--- config.mk ---
export PLATFORM = sky130hd
export DESIGN_NAME = err_stat_engine
export DESIGN_NICKNAME = d
export VERILOG_FILES = /design/src/rtl/err_stat_engine.sv
export SDC_FILE = /design/constraint.sdc
export NUM_CORES = 1
export LEC_CHECK = 0
export ABC_CLOCK_PERIOD_IN_PS = 9600
export CAP_MARGIN = 20
export CORE_ASPECT_RATIO = 0.8
export CORE_MARGIN = 8
export CORE_UTILIZATION = 60
export CTS_CLUSTER_SIZE = 8
export DETAILED_ROUTE_END_ITERATION = 16
export HOLD_SLACK_MARGIN = 0.15
export PLACE_DENSITY = 0.88
export REMOVE_ABC_BUFFERS = 1
export SLEW_MARGIN = 25
export SYNTH_ARGS = -nofsm -noshare
export SYNTH_HDL_FRONTEND = slang
export SYNTH_SLANG_ARGS = --single-unit
--- constraint.sdc ---
create_clock -name i_clk -period 9.6 [get_ports i_clk]
set_input_delay 1.44 -clock i_clk [delete_from_list [all_inputs] [get_ports i_clk]]
set_output_delay 1.44 -clock i_clk [all_outputs]
set_load 0.005 [all_outputs]
--- src/rtl/err_stat_engine.sv ---
// Hardware error-statistics sweep: walks every W-bit operand pair through an external exact and
// approximate multiplier and accumulates count, signed/absolute error sums and maxima.
module err_stat_engine #(
  parameter int W     = 8,
  parameter int LAT   = 0,
  parameter int ACC_W = 40
) (
  input  logic             i_clk,
  input  logic             i_rst_n,
  input  logic             i_start,
  output logic [W-1:0]     o_a,
  output logic [W-1:0]     o_b,
  output logic             o_op_valid,
  input  logic [2*W-1:0]   i_p_exact,
  input  logic [2*W-1:0]   i_p_approx,
  output logic             o_busy,
  output logic             o_done,
  output logic [2*W:0]     o_count,
  output logic [ACC_W-1:0] o_sum_err,
  output logic [ACC_W-1:0] o_sum_abs_err,
  output logic [2*W:0]     o_max_abs_err,
  output logic [2*W-1:0]   o_max_exact
);

  localparam int PW = 2 * W;
  localparam logic [W-1:0] OP_MAX     = '1;
  localparam logic [2:0]   DRAIN_LAST = 3'((LAT > 0) ? LAT - 1 : 0);

  typedef enum logic [1:0] {IDLE, SWEEP, DRAIN, DONE} state_t;

  state_t state, state_nxt;
  logic   start_ok, last_pair, sample_valid;
  logic [2:0] drain_cnt;

  assign start_ok  = i_start && ((state == IDLE) || (state == DONE));
  assign last_pair = o_op_valid && (o_a == OP_MAX) && (o_b == OP_MAX);

  // NOTE: all sequential state uses non-blocking assignments so every register samples pre-edge values.
  always_ff @(posedge i_clk or negedge i_rst_n) begin
    if (!i_rst_n) state <= IDLE;
    else          state <= state_nxt;
  end

  // NOTE: defaults first so no path through this block leaves a signal unassigned (no latches).
  always_comb begin
    state_nxt = state;
    o_busy    = 1'b0;
    o_done    = 1'b0;
    case (state)
      IDLE:  if (i_start) state_nxt = SWEEP;
      SWEEP: begin
        o_busy = 1'b1;
        if (last_pair) state_nxt = (LAT == 0) ? DONE : DRAIN;
      end
      DRAIN: begin
        o_busy = 1'b1;
        if (drain_cnt == DRAIN_LAST) state_nxt = DONE;
      end
      DONE: begin
        o_done = 1'b1;
        if (i_start) state_nxt = SWEEP;
      end
      default: state_nxt = IDLE;
    endcase
  end

  // Operand counters double as the operand outputs; B is the inner loop, both hold through DRAIN.
  always_ff @(posedge i_clk or negedge i_rst_n) begin
    if (!i_rst_n) begin
      o_a        <= '0;
      o_b        <= '0;
      o_op_valid <= 1'b0;
    end else if (start_ok) begin
      o_a        <= '0;
      o_b        <= '0;
      o_op_valid <= 1'b1;
    end else if (state == SWEEP) begin
      if (last_pair) begin
        o_op_valid <= 1'b0;
      end else begin
        o_b <= o_b + W'(1);
        if (o_b == OP_MAX) o_a <= o_a + W'(1);
      end
    end
  end

  always_ff @(posedge i_clk or negedge i_rst_n) begin
    if (!i_rst_n)            drain_cnt <= '0;
    else if (state == DRAIN) drain_cnt <= drain_cnt + 3'd1;
    else                     drain_cnt <= '0;
  end

  generate
    if (LAT == 0) begin : g_comb
      assign sample_valid = o_op_valid;
    end else begin : g_pipe
      logic [LAT-1:0] vpipe;
      always_ff @(posedge i_clk or negedge i_rst_n) begin
        if (!i_rst_n)      vpipe <= '0;
        else if (start_ok) vpipe <= '0;
        else begin
          vpipe[0] <= o_op_valid;
          for (int k = 1; k < LAT; k++) vpipe[k] <= vpipe[k-1];
        end
      end
      assign sample_valid = vpipe[LAT-1];
    end
  endgenerate

  // Difference is one bit wider than the products, so it never overflows.
  logic signed [PW:0] d;
  logic        [PW:0] abs_d;
  assign d     = $signed({i_p_approx[PW-1], i_p_approx}) - $signed({i_p_exact[PW-1], i_p_exact});
  assign abs_d = d[PW] ? -d : d;

  always_ff @(posedge i_clk or negedge i_rst_n) begin
    if (!i_rst_n) begin
      o_count       <= '0;
      o_sum_err     <= '0;
      o_sum_abs_err <= '0;
      o_max_abs_err <= '0;
      o_max_exact   <= '0;
    end else if (start_ok) begin
      o_count       <= '0;
      o_sum_err     <= '0;
      o_sum_abs_err <= '0;
      o_max_abs_err <= '0;
      o_max_exact   <= '0;
    end else if (sample_valid) begin
      o_count       <= o_count + (PW+1)'(1);
      o_sum_err     <= o_sum_err + {{(ACC_W-PW-1){d[PW]}}, d};
      o_sum_abs_err <= o_sum_abs_err + {{(ACC_W-PW-1){1'b0}}, abs_d};
      if (abs_d > o_max_abs_err) o_max_abs_err <= abs_d;
      if ($signed(i_p_exact) > $signed(o_max_exact)) o_max_exact <= i_p_exact;
    end
  end

endmodule

Word-level counts from Yosys, hierarchy flattened
Cells that the tools add are included.

word-level totals
  bits in registers = 152

operators by class
  reduce and logical (&&, ||, !) cells = 20
  $lt $le $gt $ge = 2
  equal/unequal tests = 9
  mux-type cells = 30
  add/subtract/negate cells = 8

operators with widths
  kind                                                             number
  40-bit two-way mux                                               4
  17-bit two-way mux                                               6
  8-bit two-way mux                                                7
  16-bit two-way mux                                               3
  40-bit by 17-bit adder with 40-bit output                        1
  40-bit adder                                                     1
  17-bit by 1-bit adder with 17-bit output, second input constant  1
  17-bit greater-than comparator                                   1
  17-bit negator                                                   1
  16-bit by 16-bit subtractor with 17-bit output                   1
  8-bit by 1-bit adder with 8-bit output, second input constant    2
  8-bit == test, second input constant                             2
  16-bit greater-than comparator                                   1
  2-bit nonzero test                                               6
  2-bit AND reduction                                              4
  2-bit two-way mux                                                3
  2-bit != test, second input constant                             3
  2-bit one-hot mux with 3 select lines                            1
  3-bit AND reduction                                              2
  1-bit two-way mux                                                5
  2-bit == test, second input constant                             2
  2-bit OR reduction                                               2
  3-bit by 1-bit adder with 3-bit output, second input constant    1
  1-bit logical AND                                                3
  other kinds (6)                                                  6

Logic depth before layout (Yosys ltp)
Gate-level depths: netlist (run 1).

  depth after elaboration = 7
  gate-level depth with buffers = 25
  gate-level depth less buffers = 23

Worst setup path before layout (run 1)
No wires, ideal clock.

  path kind = in2reg
  from = input i_p_approx[0]
  to = register o_sum_abs_err[35]
  required time = 9.522 ns
  path slack = 3.110 ns
  arrival time = 6.412 ns
  path buffers = 2
  cell stages on the path = 24
  path through = inv_1 > ha_1 > fa_1 > nand2b_1 > a211oi_1 > o21ai_1 > a21boi_0 > o21a_1 > o21ai_0 > a31oi_1 > clkbuf_1 > mux2_2 > ha_1 > a21o_1 > a21oi_1 > o21ai_0 > a2111oi_0 > o31ai_1 > nand3_1 > a21oi_1 > nand4_1 > clkbuf_1 > or3_1 > a21oi_1

on the way
  word-level cells in the longest chain between the ends = 6

RTL lines
  item                                              RTL line  text
  from (decl)                                       15        input logic [2*W-1:0] i_p_approx,
  16-bit by 16-bit subtractor with 17-bit output *  113       assign d = $signed({i_p_approx[PW-1], i_p_approx}) - $signed({i_p_exact[PW-1], i_p_exact});
  17-bit negator                                    114       assign abs_d = d[PW] ? -d : d;
  17-bit two-way mux *                              114
  40-bit by 17-bit adder with 40-bit output *       132       o_sum_abs_err <= o_sum_abs_err + {{(ACC_W-PW-1){1'b0}}, abs_d};
  40-bit two-way mux *                              129       end else if (sample_valid) begin
  40-bit two-way mux *                              123       end else if (start_ok) begin
  to (signal assigned)                              132
  to (decl)                                         20        output logic [ACC_W-1:0] o_sum_abs_err,

Every way passes the cells marked *; elsewhere a longest branch is shown, timed or not. The select of a mux whose other input is x is not followed.
A chain may end at the register's enable or synchronous reset.

Final worst setup path (run 1)
  from = input i_p_exact[0]
  to = register o_sum_abs_err[39]

on the way
  word-level cells in the longest chain between the ends = 6

RTL lines
  item                                              RTL line  text
  from (decl)                                       14        input logic [2*W-1:0] i_p_exact,
  16-bit by 16-bit subtractor with 17-bit output *  113
  17-bit negator                                    114
  17-bit two-way mux *                              114
  40-bit by 17-bit adder with 40-bit output *       132
  40-bit two-way mux *                              129
  40-bit two-way mux *                              123

Marks and branches as above.

==> results of run 1 <==
-- power breakdown --
group,switching (uW),total (uW),internal (uW)
logic,1430,2730,1300
registers,213,1080,868
clock network,305,683,377
-- metal layers --
metal / vias up / wire length [um] / global-route usage [%]
met5: - / 0 / 0
met1: 5332 / 14600 / 34.7
met3: 48 / 2480 / 5.75
met4: 0 / 532 / 7.35
met2: 406 / 15200 / 43.7
li1: 5298 / - / -
-- worst max-delay path by stage --
stage	endpoint	slack, ps	depth (start not counted)	from
detailed placement	o_sum_abs_err[22]$_DFFE_PN0P_	1740	24	i_p_exact[0]
global route	o_sum_abs_err[39]$_DFFE_PN0P_	1530	23	i_p_exact[0]
CTS	o_sum_abs_err[22]$_DFFE_PN0P_	2120	24	i_p_exact[0]
finish	o_sum_abs_err[39]$_DFFE_PN0P_	2010	23	i_p_exact[0]
floorplan	o_max_abs_err[0]$_DFFE_PN0P_	2290	21	i_p_approx[0]
global placement	o_sum_abs_err[39]$_DFFE_PN0P_	2010	24	i_p_approx[0]
-- through the flow --
stage	util, %	cells	power [uW]	hold slack (ps)
CTS	75.5	1813	4460	480
global placement	72.4	1781	3650	447
global route	75.7	1814	4850	487
detailed placement	72.4	1781	3750	469
finish	75.7	1814	4490	469
floorplan	-	1331	2800	431
-- state kept, by name, indices dropped and copies added, names as in the netlist --
signal and cells:
state 2, o_op_valid 1, o_count 17, o_max_exact 16, drain_cnt 3, o_max_abs_err 17
o_b 8, o_sum_abs_err 40, o_a 8, o_sum_err 40
-- cells in the final DEF, fill, tap and decap left out, types with 5 or more instances in the layout --
cell type,count
clkdlybuf4s50_1,182
nor2_1,152
dfrtp_1,151
ha_1,116
nand2_1,108
a21oi_1,106
inv_1,90
o21ai_0,66
xnor2_1,43
mux2i_1,43
a21o_1,42
xor2_1,39
nand3_1,35
or3_1,28
nand4_1,26
and3_1,23
nor3_1,19
a211oi_1,18
clkbuf_16,17
nor2b_1,16
o21a_1,15
a31oi_1,13
o211a_1,13
o21bai_1,12
nand2b_1,11
or4_1,11
o31ai_1,11
buf_4,9
o21ai_1,8
a211o_1,8
o211ai_1,8
and2_1,7
a21boi_0,6
and4_1,6
nand3b_1,6
or2_2,5
nor4_1,5
inv_8,5
-- kinds of logic after synthesis --
logic type / after synthesis / share of synthesized area (%)
buf+inv: 143 / 4.56
fa+ha+maj: 120 / 12.9
flops: 152 / 32.3
xor+xnor: 84 / 6.57
mux: 46 / 3.94
simple gates: 475 / 19.8
compound gates: 362 / 19.9
-- layout make-up --
type	instances	share of cell area [%]
Multi-Input combinational cell	1087	51.6
Sequential cell	152	26.4
Timing Repair Buffer	193	13.3
Clock buffer	18	3.04
Inverter	92	2.39
Tap cell	258	2.23
Clock inverter	14	1.07
-- worst reg2reg max path, delay by kind of cell (launching register included) --
family                     cells  cell delay, ps
adders and majority gates      2             590
DFF                            1             370
and+or+nand+nor                2             720
AOI/OAI and AO/OA              8            1920
buffers and inverters          1              70
==> impl_metrics.ini, run 1 <==
[clock_network]
cts.sinks = 152
cts.repair.resized = 0
htree_num_levels = 4
cts_root_buf = clkbuf_16
cts_tree = yes
clockBufferDepth = 2
numCtsBuffers = 17
holdBufCountCts = 0
clk_latency_ps = 420
cts_setup_buffers = 0
cts.clk_slew.worst_paths_ps = 70

[die]
rows = 45
initial_core_util_pct = 61.7
die_h_um = 141
die-area_mm2 = 0.0244
core_area_mm2 = 0.0191
die_width_um = 173
io_pins = 184

[cells_and_area]
synthToLayoutAreaGrowth_pct = 22.7
fin_nets = 1697
num-fill-cells = 1376
diodes = 0
multi_input_comb_area_mm2 = 0.00745
drive_gt1_share_pct = 4.31
seqCellArea_mm2 = 0.00381
stdcell_area_mm2 = 0.0144

[timing]
period_minus_slack_ps = 7590
relSlewSlack_pct = 38.8
finalSetupTns_ps = 0
fmax_ghz = 0.132
finClkSkew_ps = 9.03
worst_slack_ps = 2010
finalSetupViolCount = 0
period_share_pct = 79.1
report.final.slew_viol_count = 0
rsz0062_at_grt = false
hold_viol = 0
worstMarginPinSlew_ps = 919

[yosys]
synth_top_cell_area_share_pct = 32.3
yosysSeqAreaShare_pct = 32.3
synth_area_mm2 = 0.0118
yosysMostFrequentCell = nor2_1
synth-seq-cells = 152
avgSynthCellArea_um2 = 8.52
synthTopCellsByArea = dfrtp_1, ha_1, nor2_1
synth_edf_count = 0
synthArstFlopShare_pct = 100
ys.flop_type = dfrtp_1
synth_common_cells = nor2_1, dfrtp_1, ha_1
syn_inst = 1382
yosys_warnings = 0
synth_top_area_cell = dfrtp_1
synth.distinct_cells = 70

[setup_path]
worst-path-buf-inv = 2
r2r_setup_slack_ps = 5820
crit_path_end_kind = register
crit_path_max_incr_delay_ps = 650
rr_endpoint = o_sum_abs_err[26]$_DFFE_PN0P_
criticalPathCategory = input port to register
critical_path_required_ps = 9960
startpoint_type = input port
slowest_stage = or4_1
crit_fanout = 15
path_cells = clkdlybuf4s50_1 > ha_1 > fa_1 > nand2b_1 > a211oi_1 > o21ai_1 > a21boi_0 > o21a_1 > o21ai_0 > a31oi_1 > buf_4 > mux2_2 > ha_1 > a21o_1 > a21oi_1 > o21ai_0 > a2111oi_0 > o31ai_1 > nand3_1 > a21oi_1 > nand4_1 > or4_1 > nand2_1
regToRegStartpoint = o_sum_abs_err[0]$_DFFE_PN0P_
cp_top_family = compound AO/OA/AOI/OAI gates
cp.arrival_ps = 7960
r2r_cells = 13

[place]
placed_area_mm2 = 0.0138
post-dp-hpwl_mm = 23.8
pre_cts_slack_ps = 1740
port_buffers = 183
gp_congestion = 0.928

[detailed_routing]
ant_nets = 0
wl_mm = 32.8
drt_iter0_markers = 904
routedWlPerCell_um = 18.1
drc = 0
routed_via_density = 6.11
first_pass_iters = 5
num_vias = 11100

[grt]
grt-ovfl-total = 0
grt_pass1_vias = 10900
grt_usage_pct = 26.5
grt_pass1_wl_mm = 54.4
grt_max_degree = 85
grt_antenna_before_repair = 0

[job]
cap_violations = 0

[run_status]
outcome = finished, final reports clean

[hold_path]
hold-path-endpoint = drain_cnt[0]$_DFF_PN0_
hold_class = register to register
hold_depth = 1
hp-start = drain_cnt[0]$_DFF_PN0_

[power]
vdd_drop_max_v = 0.000210
p_leak_uw = 0.00680
powerDensity_mw_per_mm2 = 311
Power figures use the tool's default switching activity.
==> inputs of run 2 (changes only) <==
--- a/config.mk
+++ b/config.mk
@@ -5,15 +5,15 @@
 export SDC_FILE = /design/constraint.sdc
 export NUM_CORES = 1
 export LEC_CHECK = 0
-export ABC_CLOCK_PERIOD_IN_PS = 9600
+export ABC_CLOCK_PERIOD_IN_PS = 6100
 export CAP_MARGIN = 20
 export CORE_ASPECT_RATIO = 0.8
 export CORE_MARGIN = 8
-export CORE_UTILIZATION = 60
+export CORE_UTILIZATION = 50
 export CTS_CLUSTER_SIZE = 8
 export DETAILED_ROUTE_END_ITERATION = 16
 export HOLD_SLACK_MARGIN = 0.15
-export PLACE_DENSITY = 0.88
+export PLACE_DENSITY = 0.78
 export REMOVE_ABC_BUFFERS = 1
 export SLEW_MARGIN = 25
 export SYNTH_ARGS = -nofsm -noshare
==> constraint.sdc (replaced) <==
create_clock -name i_clk -period 6.1 [get_ports i_clk]
set_input_delay 0.915 -clock i_clk [delete_from_list [all_inputs] [get_ports i_clk]]
set_output_delay 0.915 -clock i_clk [all_outputs]
set_load 0.005 [all_outputs]
==> impl_metrics.ini, run 2 (synthesized netlist as in run 1, its figures left out) <==
[cells_and_area]
reg.largest.list = o_sum_abs_err: 40 flops, o_sum_err: 40 flops
fin_nets = 1818
stdcell_area_mm2 = 0.0155
diodes = 0
layout.cells.non_filler = 1989
post-route-util_pct = 66.4
layout_commonest_cell = clkdlybuf4s50_1
drive_gt1_share_pct = 11.7
num-fill-cells = 1973
synthToLayoutAreaGrowth_pct = 31.3
layout_common_cells = clkdlybuf4s50_1, nor2_1, dfrtp_1

[job]
cap_violations = 0

[power]
clkPwrFrac_pct = 14.3
power_frac_comb_pct = 62.9
p_switching_uw = 3180
p_leak_uw = 0.00737
seqPwrFrac_pct = 22.7
p_sw_share_pct = 42.6
vdd_drop_max_v = 0.000318
powerDensity_mw_per_mm2 = 483
p_int_uw = 4280

[clock_network]
cts.clk_slew.worst_paths_ps = 80
numCtsBuffers = 17
cts_setup_buffers = 0
cts_tree = yes
cts_root_buf = clkbuf_16
htree_num_levels = 4
cts.sinks = 152
clk_latency_ps = 430
clockBufferDepth = 2

[hold_path]
hold-path-endpoint = drain_cnt[0]$_DFF_PN0_
hold_depth = 1
hold_class = register to register
hp-start = drain_cnt[0]$_DFF_PN0_

[die]
initial_core_util_pct = 50.6
die-area_mm2 = 0.0287
core_area_mm2 = 0.0233
rows = 50
die_width_um = 188
io_pins = 184
die_h_um = 153

[grt]
grt_pass1_vias = 11100
grtUsageMet1_pct = 31.5
gr-usage-met3_pct = 4.71
use_met2_pct = 37.1
grt_usage_pct = 23.1
grt_busiest_layer = met2
grt_pass1_wl_mm = 56.0
grt-ovfl-total = 0
grt_max_degree = 86
grt_antenna_before_repair = 0

[timing]
finalSetupViolCount = 0
period_share_pct = 95.3
finClkSkew_ps = 14.3
hold_viol = 0
worstMarginPinSlew_ps = 907
fmax_ghz = 0.172
whs_ps = 471
report.final.slew_viol_count = 0
relSlewSlack_pct = 39.5
period_minus_slack_ps = 5820

[setup_path]
cp.arrival_ps = 6160
startpoint_type = input port
crit_path_end_kind = register
critical_path_required_ps = 6440
criticalPathCategory = input port to register
crit_fanout = 8
r2r_setup_slack_ps = 2650
regToRegStartpoint = o_sum_err[0]$_DFFE_PN0P_
r2r_cells = 13
rr_endpoint = o_sum_err[34]$_DFFE_PN0P_

[place]
placed_area_mm2 = 0.0148
gp_congestion = 0.935
dp_cells = 1957
port_buffers = 183
post-dp-hpwl_mm = 25.5

[detailed_routing]
routed_via_density = 5.64
routedWlPerCell_um = 17.0
num_vias = 11200
ant_nets = 0
drt_iter0_markers = 701
drc = 0
wl_mm = 33.8
first_pass_iters = 5

[run_status]
outcome = finished, final reports clean
==> run 2: changes by cell type in the layout (fill, tap and decap cells not counted), moves of 3 or more <==
cell / previous run / this run
o31ai_1: 11 / 8
a21boi_1: 2 / 5
clkinv_4: 4 / 0
clkinv_8: 0 / 3
a21boi_0: 6 / 3
buf_4: 9 / 129
==> run 2: routing by layer <==
| metal | wire, um | vias to the layer above |
|---|---|---|
| li1 | - | 5520 |
| met1 | 16000 | 5368 |
| met2 | 15200 | 289 |
| met3 | 2000 | 37 |
| met4 | 575 | 0 |
| met5 | 0 | - |
==> run 2: how the worst max path moves through the flow <==
stage | from | to | slack [ps] | cells after the start
after floorplan | i_p_approx[0] | o_max_abs_err[0]$_DFFE_PN0P_ | -680 | 21
after global placement | i_p_approx[0] | o_sum_abs_err[39]$_DFFE_PN0P_ | -170 | 27
after detailed placement | i_p_approx[0] | o_sum_abs_err[30]$_DFFE_PN0P_ | -320 | 28
after CTS | i_p_exact[0] | o_sum_abs_err[38]$_DFFE_PN0P_ | 100 | 27
after global routing | i_p_approx[0] | o_sum_abs_err[25]$_DFFE_PN0P_ | -6 | 28
final | i_p_exact[1] | o_max_abs_err[16]$_DFFE_PN0P_ | 280 | 24
==> run 2: layout make-up <==
class / count / area, um^2 / share of cell area, %
clock buffer: 18 / 439 / 2.84
sequential: 152 / 3810 / 24.6
timing repair buffer: 314 / 2820 / 18.3
clock inverter: 14 / 153 / 0.988
tap: 312 / 390 / 2.53
inverter: 92 / 345 / 2.23
multi-input combinational: 1087 / 7500 / 48.5
==> run 2: what timing repair did <==
action                                  4_1_cts  5_1_grt
gates resized for setup                       0       17
hold endpoints to repair                      0        0
endpoints found under the setup margin        0       36
hold buffers                                  0        0
==> run 2: metrics by stage <==
| stage | TNS, ps | total power [uW] | worst slack, ps |
|---|---|---|---|
| 6_report | 0 | 7460 | 285 |
| 5_1_grt | -5.90 | 8050 | -5.90 |
| 4_1_cts | 0 | 7420 | 99.0 |
| 3_5_place_dp | -6070 | 6300 | -324 |
| 3_3_place_gp | -2060 | 6160 | -168 |
| 2_1_floorplan | -16100 | 4410 | -681 |
==> run 2: power groups by stage <==
| stage | clock, uW | sequential, uW | combinational (uW) |
|---|---|---|---|
| finish | 1070 | 1690 | 4690 |
| global route | 1120 | 1740 | 5180 |
| CTS | 1090 | 1690 | 4650 |
| detailed placement | 0 | 1700 | 4600 |
| global placement | 0 | 1690 | 4470 |
| floorplan | 0 | 1660 | 2750 |
==> run 2: worst max-delay path, stage by stage <==
cell and delay (ps):
clkdlybuf4s50_1 540, inv_1 70, ha_1 280, nor2b_4 120
o21a_1 170, buf_4 130, o211ai_1 260, a21oi_1 160
buf_4 180, xnor2_4 200, inv_1 110, nor4_2 260
buf_4 170, or4b_1 500, nand2_1 110, xnor2_1 80
ha_1 310, nand4_1 110, or2_2 350, a21oi_2 200
o211ai_1 140, buf_4 210, or4_1 390, a21oi_1 150
==> inputs of run 3 (changes only) <==
--- a/config.mk
+++ b/config.mk
@@ -12,8 +12,10 @@
 export CORE_UTILIZATION = 50
 export CTS_CLUSTER_SIZE = 8
 export DETAILED_ROUTE_END_ITERATION = 16
+export GPL_ROUTABILITY_DRIVEN = 0
 export HOLD_SLACK_MARGIN = 0.15
 export PLACE_DENSITY = 0.78
+export RECOVER_POWER = 100
 export REMOVE_ABC_BUFFERS = 1
 export SLEW_MARGIN = 25
 export SYNTH_ARGS = -nofsm -noshare
==> impl_metrics.ini, run 3 (synthesized netlist as in run 1, its figures left out) <==
[cells_and_area]
diodes = 0
fin_nets = 1828
num-fill-cells = 1868
seqCellArea_mm2 = 0.00381
layout_common_cells = nor2_1, dfrtp_1, dlygate4sd3_1
multi_input_comb_area_mm2 = 0.00752
synthToLayoutAreaGrowth_pct = 32.3
reg.largest.list = o_sum_abs_err: 40 flops, o_sum_err: 40 flops
stdcell_area_mm2 = 0.0156
drive_gt1_share_pct = 12.2
layout_commonest_cell = nor2_1

[detailed_routing]
routed_via_density = 5.69
routedWlPerCell_um = 16.7
wl_mm = 33.4
drt_iter0_markers = 823
first_pass_iters = 5
num_vias = 11400
ant_nets = 0
drc = 0

[die]
die_width_um = 188
core_area_mm2 = 0.0233
initial_core_util_pct = 50.6
die-area_mm2 = 0.0287
rows = 50
die_h_um = 153
io_pins = 184

[setup_path]
regToRegStartpoint = o_sum_err[0]$_DFFE_PN0P_
criticalPathCategory = input port to register
r2r_setup_slack_ps = 2740
rr_endpoint = o_sum_err[34]$_DFFE_PN0P_
critical_path_required_ps = 6440
crit_path_end_kind = register
cp.arrival_ps = 6160
endpoint = o_max_abs_err[16]$_DFFE_PN0P_
startpoint = i_p_approx[0]
startpoint_type = input port
r2r_cells = 13
crit_fanout = 4

[timing]
relSlewSlack_pct = -206
worstMarginPinSlew_ps = 4590
period_share_pct = 95.3
period_minus_slack_ps = 5810
fmax_ghz = 0.172
finalSetupViolCount = 0
rsz0062_at_grt = true
report.final.slew_viol_count = 80
worst_slack_ps = 287
finClkSkew_ps = 14.7
hold_viol = 0

[place]
placed_area_mm2 = 0.0148
port_buffers = 183
pre_cts_slack_ps = -399
post-dp-hpwl_mm = 25.0

[hold_path]
hold_depth = 1
hold_class = register to register

[clock_network]
holdBufCountCts = 0
cts.clk_slew.worst_paths_ps = 70
cts_root_buf = clkbuf_16
cts_tree = yes
clk_latency_ps = 430
cts.sinks = 152
htree_num_levels = 4
clockBufferDepth = 2
numCtsBuffers = 17

[grt]
grt_pass1_wl_mm = 54.3
grt-ovfl-total = 0
grt_antenna_before_repair = 0
grt_usage_pct = 22.4
grt_pass1_vias = 10900
grt_max_degree = 80

[run_status]
outcome = finished, violations left
violations = max-capacitance violations, max-slew violations

[job]
cap_violations = 1

[power]
powerDensity_mw_per_mm2 = 477
p_leak_uw = 0.00772
vdd_drop_max_v = 0.000278
-- run 3: changes by cell type in the layout (fill, tap and decap cells not counted), moves of 3 or more --
cell	previous run	this run
clkinv_8	3	0
clkdlybuf4s50_1	182	34
o21ai_1	7	10
buf_4	129	138
dlygate4sd3_1	0	147
-- run 3: power by group --
| part | switching (uW) | internal [uW] |
|---|---|---|
| logic | 2340 | 2290 |
| clock network | 488 | 624 |
| registers | 315 | 1370 |
| total | 3150 | 4280 |
-- run 3: worst max-delay path: stages --
cell and delay [ps]:
clkdlybuf4s50_1 450, inv_1 40, ha_1 200, fa_1 390, nand2b_1 200, a21oi_1 210
a21o_1 160, inv_2 40, a211o_1 300, a21oi_2 160, nand2_1 110, nor4_2 220
buf_4 160, or4b_1 490, nand2_1 110, xnor2_1 80, ha_1 330, nand4_1 130
or2_2 370, a21oi_4 150, o211ai_1 150, buf_4 210, or4_1 400, a21oi_1 160
-- run 3: what timing repair did --
item                                    4_1_cts  5_1_grt
endpoints found under the setup margin        0       53
resized for setup                             0       25
setup buffers                                 0        7
-- run 3: how the worst min path moves through the flow --
| stage | from | endpoint | slack (ps) |
|---|---|---|---|
| global placement | drain_cnt[0]$_DFF_PN0_ | drain_cnt[0]$_DFF_PN0_ | 450 |
| CTS | drain_cnt[0]$_DFF_PN0_ | drain_cnt[0]$_DFF_PN0_ | 480 |
| floorplan | drain_cnt[0]$_DFF_PN0_ | drain_cnt[0]$_DFF_PN0_ | 430 |
| global route | drain_cnt[0]$_DFF_PN0_ | drain_cnt[0]$_DFF_PN0_ | 500 |
| finish | drain_cnt[0]$_DFF_PN0_ | drain_cnt[0]$_DFF_PN0_ | 470 |
| detailed placement | drain_cnt[0]$_DFF_PN0_ | drain_cnt[0]$_DFF_PN0_ | 460 |
-- run 3: cell type report --
class	count	share of cell area, %
Clock buffer	18	2.76
Clock inverter	14	1.13
Tap cell	312	2.51
Multi-Input combinational cell	1087	48.3
Sequential cell	152	24.5
Timing Repair Buffer	324	18.6
Inverter	92	2.22
-- run 3: stage by stage --
step / power (uW) / hold slack [ps] / instances / util, % / setup TNS [ps]
2_1_floorplan: 4410 / 431 / 1331 / - / -16100
3_3_place_gp: 6140 / 449 / 1960 / 63.7 / -1350
3_5_place_dp: 6270 / 464 / 1960 / 63.7 / -5770
4_1_cts: 7440 / 475 / 1992 / 66.3 / 0
5_1_grt: 8030 / 501 / 1999 / 66.9 / -48.5
6_report: 7430 / 467 / 1999 / 66.9 / 0
-- run 3: layer usage --
metal,part of all wire (%),GRT usage (%)
met5,0,0
met4,1.3,4.94
met3,6.2,5.07
met2,46,35.5
met1,47,30.8
